`config.mk`:
```
export PLATFORM = sky130hd
export DESIGN_NAME = uart_tx_ctrl
export DESIGN_NICKNAME = d
export VERILOG_FILES = /design/src/rtl/uart_tx_ctrl.sv
export SDC_FILE = /design/constraint.sdc
export NUM_CORES = 1
export LEC_CHECK = 0
export CORE_MARGIN = 3
export CORE_UTILIZATION = 55
export CTS_CLUSTER_SIZE = 25
export DETAILED_ROUTE_END_ITERATION = 16
export PLACE_DENSITY_LB_ADDON = 0.3
export SLEW_MARGIN = 10
export SYNTH_ARGS = -nofsm -noshare
export SYNTH_HDL_FRONTEND = slang
export SYNTH_SLANG_ARGS = --single-unit
```
`constraint.sdc`:
```
create_clock -name clk -period 3.6 [get_ports clk]
set_input_delay 0.72 -clock clk [delete_from_list [all_inputs] [get_ports clk]]
set_output_delay 0.72 -clock clk [all_outputs]
set_load 0.02 [all_outputs]
```
`src/rtl/uart_tx_ctrl.sv`:
```
// UART transmit controller: byte FIFO feeding an 8N1 serializer on tx.
module uart_tx_ctrl #(
  parameter int unsigned CLKS_PER_BIT = 434,
  parameter int unsigned FIFO_DEPTH   = 8
) (
  input  logic       clk,
  input  logic       rst_n,
  input  logic       wr_en,
  input  logic [7:0] wr_data,
  input  logic       clr_ovf,
  output logic       tx,
  output logic       busy,
  output logic       fifo_full,
  output logic       fifo_empty,
  output logic       overflow
);

  localparam int unsigned PTR_W  = $clog2(FIFO_DEPTH);
  localparam int unsigned CNT_W  = PTR_W + 1;
  localparam int unsigned BAUD_W = $clog2(CLKS_PER_BIT);

  localparam logic [CNT_W-1:0]  DEPTH_C = CNT_W'(FIFO_DEPTH);
  localparam logic [BAUD_W-1:0] BAUD_TC = BAUD_W'(CLKS_PER_BIT - 1);

  typedef enum logic [1:0] {
    IDLE  = 2'd0,
    START = 2'd1,
    DATA  = 2'd2,
    STOP  = 2'd3
  } state_t;

  state_t            state;
  logic [BAUD_W-1:0] baud_cnt;
  logic [2:0]        bit_idx;
  logic [7:0]        shift;

  logic [7:0]        mem [FIFO_DEPTH];
  logic [PTR_W-1:0]  rd_ptr;
  logic [PTR_W-1:0]  wr_ptr;
  logic [CNT_W-1:0]  count;

  logic              baud_tc;
  logic              bypass;
  logic              push;
  logic              pop;
  logic [7:0]        head;

  // Status decode and FIFO handshake, all from pre-edge state.
  // An idle controller with an empty FIFO launches a written byte straight
  // into the shifter so the start bit appears the cycle after the write.
  always_comb begin
    baud_tc    = (baud_cnt == BAUD_TC);
    fifo_full  = (count == DEPTH_C);
    fifo_empty = (count == '0);
    busy       = (state != IDLE) | ~fifo_empty;
    bypass     = (state == IDLE) && fifo_empty && wr_en;
    pop        = !fifo_empty && ((state == IDLE) || ((state == STOP) && baud_tc));
    push       = wr_en && !fifo_full && !bypass;
    head       = mem[rd_ptr];
  end

  // FIFO storage; contents are don't-care until written.
  always_ff @(posedge clk) begin
    if (push) begin
      mem[wr_ptr] <= wr_data;
    end
  end

  // FIFO pointers and occupancy; pointers wrap naturally at FIFO_DEPTH.
  always_ff @(posedge clk or negedge rst_n) begin
    if (!rst_n) begin
      rd_ptr <= '0;
      wr_ptr <= '0;
      count  <= '0;
    end else begin
      if (push) begin
        wr_ptr <= wr_ptr + PTR_W'(1);
      end
      if (pop) begin
        rd_ptr <= rd_ptr + PTR_W'(1);
      end
      case ({push, pop})
        2'b10:   count <= count + CNT_W'(1);
        2'b01:   count <= count - CNT_W'(1);
        default: count <= count;
      endcase
    end
  end

  // Sticky overflow: a dropped write beats a same-cycle clear.
  always_ff @(posedge clk or negedge rst_n) begin
    if (!rst_n) begin
      overflow <= 1'b0;
    end else if (wr_en && fifo_full) begin
      overflow <= 1'b1;
    end else if (clr_ovf) begin
      overflow <= 1'b0;
    end
  end

  // Frame serializer: start bit, 8 data bits LSB first, stop bit.
  always_ff @(posedge clk or negedge rst_n) begin
    if (!rst_n) begin
      state    <= IDLE;
      baud_cnt <= '0;
      bit_idx  <= '0;
      shift    <= '0;
      tx       <= 1'b1;
    end else begin
      case (state)
        IDLE: begin
          tx       <= 1'b1;
          baud_cnt <= '0;
          if (!fifo_empty) begin
            shift <= head;
            state <= START;
            tx    <= 1'b0;
          end else if (wr_en) begin
            shift <= wr_data;
            state <= START;
            tx    <= 1'b0;
          end
        end
        START: begin
          if (baud_tc) begin
            baud_cnt <= '0;
            bit_idx  <= '0;
            state    <= DATA;
            tx       <= shift[0];
          end else begin
            baud_cnt <= baud_cnt + BAUD_W'(1);
          end
        end
        DATA: begin
          if (baud_tc) begin
            baud_cnt <= '0;
            if (bit_idx == 3'd7) begin
              state <= STOP;
              tx    <= 1'b1;
            end else begin
              bit_idx <= bit_idx + 3'd1;
              shift   <= {1'b0, shift[7:1]};
              tx      <= shift[1];
            end
          end else begin
            baud_cnt <= baud_cnt + BAUD_W'(1);
          end
        end
        STOP: begin
          if (baud_tc) begin
            baud_cnt <= '0;
            if (!fifo_empty) begin
              shift <= head;
              state <= START;
              tx    <= 1'b0;
            end else begin
              state <= IDLE;
              tx    <= 1'b1;
            end
          end else begin
            baud_cnt <= baud_cnt + BAUD_W'(1);
          end
        end
        default: begin
          state <= IDLE;
          tx    <= 1'b1;
        end
      endcase
    end
  end

endmodule
```
; ---- After elaboration in Yosys (flattened, before gate mapping)
; Memories as Yosys holds them, arrays and structs flattened.
; Index checks and enable logic that the tools add are counted.
[classes]
n_addsub = 6
n_eq_ne = 15
mux = 34
n_bitwise = 2
n_reduce_logical = 23
[ops]
columns = cell, n
row1 = 2-to-1 mux 8 bit, 6
row2 = one-hot mux 8 bit (3 select lines), 1
row3 = one-hot mux 9 bit (2 select lines), 1
row4 = 2-to-1 mux 1 bit, 12
row5 = 2-to-1 mux 2 bit, 6
row6 = != test 2 bit (second input constant), 6
row7 = adder 3 x 1 -> 3 bit (second input constant), 3
row8 = adder 9 x 1 -> 9 bit (second input constant), 1
row9 = equality test 9 bit (second input constant), 1
row10 = 2-to-1 mux 3 bit, 3
row11 = 2-to-1 mux 9 bit, 1
row12 = one-hot mux 2 bit (4 select lines), 1
row13 = one-hot mux 4 bit (2 select lines), 1
row14 = nonzero test 2 bit, 4
row15 = logical AND 1 bit, 7
row16 = equality test 2 bit (second input constant), 3
row17 = one-hot mux 3 bit (2 select lines), 1
row18 = AND reduction 6 bit, 1
row19 = AND reduction 5 bit, 1
row20 = adder 4 x 1 -> 4 bit (second input constant), 1
row21 = equality test 2 x 1 -> 1 bit (second input constant), 2
row22 = equality test 4 bit (second input constant), 1
row23 = logical NOT 4 bit, 1
row24 = one-hot mux 1 bit (4 select lines), 1
row25 = other kinds (12), 14
[word_totals]
ff_bits = 34
ram_bits = 64
in_bits = 12
output_inout_bits = 5
elab_cells = 90
mem_count = 1
[memory_table]
columns = name, depth, word_bits, read_ports, rd_ports_with_merged_regs, write_ports, line_no
row1 = mem, 8, 8, 1, 0, 1, 37  ; logic [7:0] mem [FIFO_DEPTH];

; ---- Longest topological paths before layout
[logic_depth]
word_depth = 7
ltp_mapped = 12
ltp_nobuf = 12

; ---- Worst setup path after synthesis
; Ideal clock, no wire load.
[synth_timing]
path_kind = reg2reg
start = register count[1]
end = register count[3]
arrival_ns = 2.386
setup_slack_ns = 1.091
stages_incl_launch_ff = 12
synth_period_minus_slack_ns = 2.509
cell_sequence = dfrtp_1 -> or4_1 -> buf_2 -> clkinv_2 -> nor2_1 -> ha_1 -> ha_1 -> a21o_1 -> a21oi_1 -> xnor2_1 -> nor2_1 -> xnor2_1
[synth_rtl]
columns = item, line_no
row1 = start: declaration, 40  ; logic [CNT_W-1:0] count;
row2 = start signal: assignment, 83  ; 2'b10: count <= count + CNT_W'(1);
row3 = start signal: assignment, 84  ; 2'b01: count <= count - CNT_W'(1);
row4 = start signal: assignment, 85  ; default: count <= count;
row5 = logical NOT 4 bit *, 54  ; fifo_empty = (count == '0);
row6 = named net fifo_empty, 14  ; output logic fifo_empty,
row7 = logical NOT 1 bit *, --
row8 = logical AND 1 bit *, 57  ; pop = !fifo_empty && ((state == IDLE) || ((state == STOP) && baud_tc));
row9 = named net pop, 45  ; logic pop;
row10 = equality test 2 x 1 -> 1 bit or equality test 2 bit (tied branches), 82  ; case ({push, pop})
row11 = one-hot mux 4 bit (2 select lines) or nonzero test 2 bit (tied branches), --
; The timed path passes the listed nets; every way through them passes the cells marked *.
; A chain may end at the register's enable or synchronous reset.

; ---- Worst setup path in the final report
[layout_timing]
start = register count[1]
end = output port fifo_empty
[layout_between]
elab_chain_cells = 1
[layout_lines]
columns = item, line_no
row1 = logical NOT 4 bit, 54
row2 = end: declaration, 14
; No other way between the ends.

==> reports/summary.txt <==
RSZ-0062 raised after global routing -> no
Cell Area, Synth -> 0.00436 mm^2
Pwr Density -> 388 mW/mm^2
Reg2Reg Depth -> 10
# rows -> 31
Top delay family on crit path -> buffers and inverters
F_max -> 333 MHz
Critical Path Sink Type -> primary output
CTS tree -> done
Slowest CP cell -> or4_1
Initial antenna violation count -> 0
Final setup vio count -> 0
CP Class -> reg -> out
Tmin final -> 3000 ps
Diodes inserted -> 0
Crit share post-route -> 0.833
Worst-margin pin slew -> 842 ps
CTS-repair resized insts -> 0
H-tree levels -> 3
Leakage power -> 1.79 nW
Iteration-0 DRC Markers -> 133
Post-synth EDFFs -> 64
Comb pwr share -> 0.019
Core ar. -> 0.00749 mm^2
Share of layout cells above drive strength 1 -> 0.164
CP cell instances -> or4_1 -> clkinv_2 -> clkdlybuf4s50_1
Switch Pwr -> 0.406 mW
Outcome -> complete, no violations
Synth Warn # -> 0
Final nets -> 358
Initial core utilization -> 0.583
Final WL -> 7.80 mm
Post-layout util -> 0.645
Worst clock skew -> 8.27 ps
Hold path cells -> 1
Worst path arrival time -> 2280 ps
Worst hold slack -> 499 ps
Hold crit path type -> reg -> reg
CTS sink cnt -> 98
Reg-to-Reg Start -> count[1]
Hold endpoint -> baud_cnt[0]
Synth cell types -> 41
Max-Cap Viols -> 0
Die width -> 95.1 um
Max VDD drop -> 324 uV
Overflow after GRT -> 0
Final worst slack -> 601 ps
Critical Path Fanout Max -> 8
Residual DRC -> 0
Chip height -> 95.1 um
CTS Buf Count -> 9
Largest stage delay on the critical path -> 700 ps
Sequential-to-total area share from yosys stat -> 0.636
CP Buf/Inv Count -> 2
Post-synthesis register bit count -> 98
Synth-to-layout area growth -> 10.8%
Top cells by area, synth -> edfxtp_1 (44%), dfrtp_1 (19%), mux4_2 (8.3%)
Final Hold Viols -> 0
Clock latency on the worst-skew pair -> 360 ps
Final ANT Viol Nets -> 0
Flop-to-flop setup slack -> 900 ps
Hold_buf cts -> 0
First-pass GRT wire length -> 12.9 mm
Pint -> 1.47 mW
Most used flip-flop cell after synthesis -> edfxtp_1
Dpl cell area -> 0.00466 mm^2
Post-Route Setup TNS -> 0 ps
Vias -> 2502
Die Area -> 0.00903 mm^2
Synth top area share -> 0.441
Tot GR Track Use -> 0.194
Hold_sp -> baud_cnt[0]
GPL Wtd Cong -> 0.823
Final Instance Area -> 0.00483 mm^2
Post-CTS setup buffers -> 0
Leading area contributor after synthesis -> edfxtp_1
Boundary Pins -> 17
Setup Slack @ Placement -> 742 ps
Req. time, crit path -> 2880 ps
Number of global-route vias before repair -> 2526
Hpwl dp -> 5.31 mm
Sequential power share -> 0.640
Clk pwr share -> 0.341
Syn avg cell area -> 14.2 um^2
Relative max-transition margin -> 0.439
Syn nets -> 334
Pins Over Slew Limit -> 0
Reg clk slew, reported paths -> 90 ps
Clk buf depth -> 2
Port bufs -> 16
Post-Synthesis Cells -> 307
Sw frac -> 0.216
Root Buffer -> clkbuf_8
Routed length per instance -> 17.9 um
DR pass1 iterations -> 4
Capturing point of the worst reg2reg path -> count[3]
Largest net degree at the start of global routing -> 35
Vias per inst -> 5.75
Synth top cells by count -> edfxtp_1 (64), nand2_1 (38), dfrtp_1 (33), nor2_1 (25), mux4_2 (16)
Asr flop ratio synth -> 0.347
Cell with the most instances after synthesis -> edfxtp_1
CP startpoint kind -> flip-flop
## cells in the final DEF (no fill, tap or decap), drive strengths merged, types with 5 or more instances in the layout
| master | instances |
|---|---|
| mux2 | 9 |
| nand2 | 38 |
| clkinv | 5 |
| buf | 9 |
| inv | 12 |
| o21ai | 16 |
| xor2 | 5 |
| xnor2 | 8 |
| clkbuf | 9 |
| o221ai | 6 |
| nand3 | 5 |
| nor2 | 25 |
| mux4 | 16 |
| clkdlybuf4s50 | 16 |
| a21oi | 7 |
| edfxtp | 64 |
| mux2i | 7 |
| ha | 14 |
| dfrtp | 33 |
## cells by family after synthesis
| group | share of synthesized area |
|---|---|
| AO/OA/AOI/OAI | 0.0634 |
| flip-flops | 0.636 |
| multiplexers | 0.122 |
| AND/OR/NAND/NOR | 0.0849 |
| buffers and inverters | 0.0229 |
| XOR/XNOR | 0.0261 |
| adder cells (fa/ha/maj) | 0.0448 |
## final cells by class
cell class | instances | area [um^2]
flip-flops and latches | 98 | 2770
fillers | 548 | 2650
multi-input cells | 186 | 1490
repair buffers | 25 | 228
clock buffers | 9 | 124
well taps | 99 | 124
clock inverters | 7 | 52.6
inverters | 11 | 42.5
## routing by layer
metal	part of all wire	GRT usage	up-vias
li1	-	-	1181
met1	0.45	0.262	1262
met2	0.51	0.320	48
met3	0.032	0.0363	11
met4	0.013	0.0649	0
met5	0	0	-
## power groups by stage
| stage | Combinational [mW] | Sequential (mW) | Clock (mW) |
|---|---|---|---|
| 2_1_floorplan | 0.00101 | 1.23 | 0 |
| 3_3_place_gp | 0.0347 | 1.23 | 0 |
| 3_5_place_dp | 0.0358 | 1.23 | 0 |
| 4_1_cts | 0.0359 | 1.20 | 0.656 |
| 5_1_grt | 0.0390 | 1.20 | 0.701 |
| 6_report | 0.0351 | 1.20 | 0.639 |
## state kept, by name (all words and copies together), names as in the netlist
signal,flops
baud_cnt,9
bit_idx,3
count,4
mem,64
overflow,1
rd_ptr,3
shift,8
state,2
tx,1
wr_ptr,3
## worst reg2reg max path: cells and delay by family, from the launching register on
family / cells / cell delay (ps)
AO/OA/AOI/OAI: 2 / 350
XOR/XNOR: 2 / 250
adder cells (fa/ha/maj): 2 / 520
buffers and inverters: 1 / 170
flip-flops: 1 / 420
AND/OR/NAND/NOR: 3 / 890
## how the worst max path moves through the flow
stage / slack [ps] / to / from / cells past startpoint
floorplan: 1090 / count[3] / count[1] / 11
detailed placement: 740 / count[3] / wr_en / 10
global placement: 750 / count[3] / wr_en / 10
finish: 600 / fifo_empty / count[1] / 3
CTS: 590 / fifo_empty / count[1] / 3
global route: 500 / fifo_empty / count[0] / 3
## through the flow
stage,total power [mW],instances
floorplan,1.23,307
global placement,1.26,419
detailed placement,1.26,419
CTS,1.89,435
global route,1.94,435
finish,1.88,435
No activity file was read; power rests on OpenSTA's default activity.
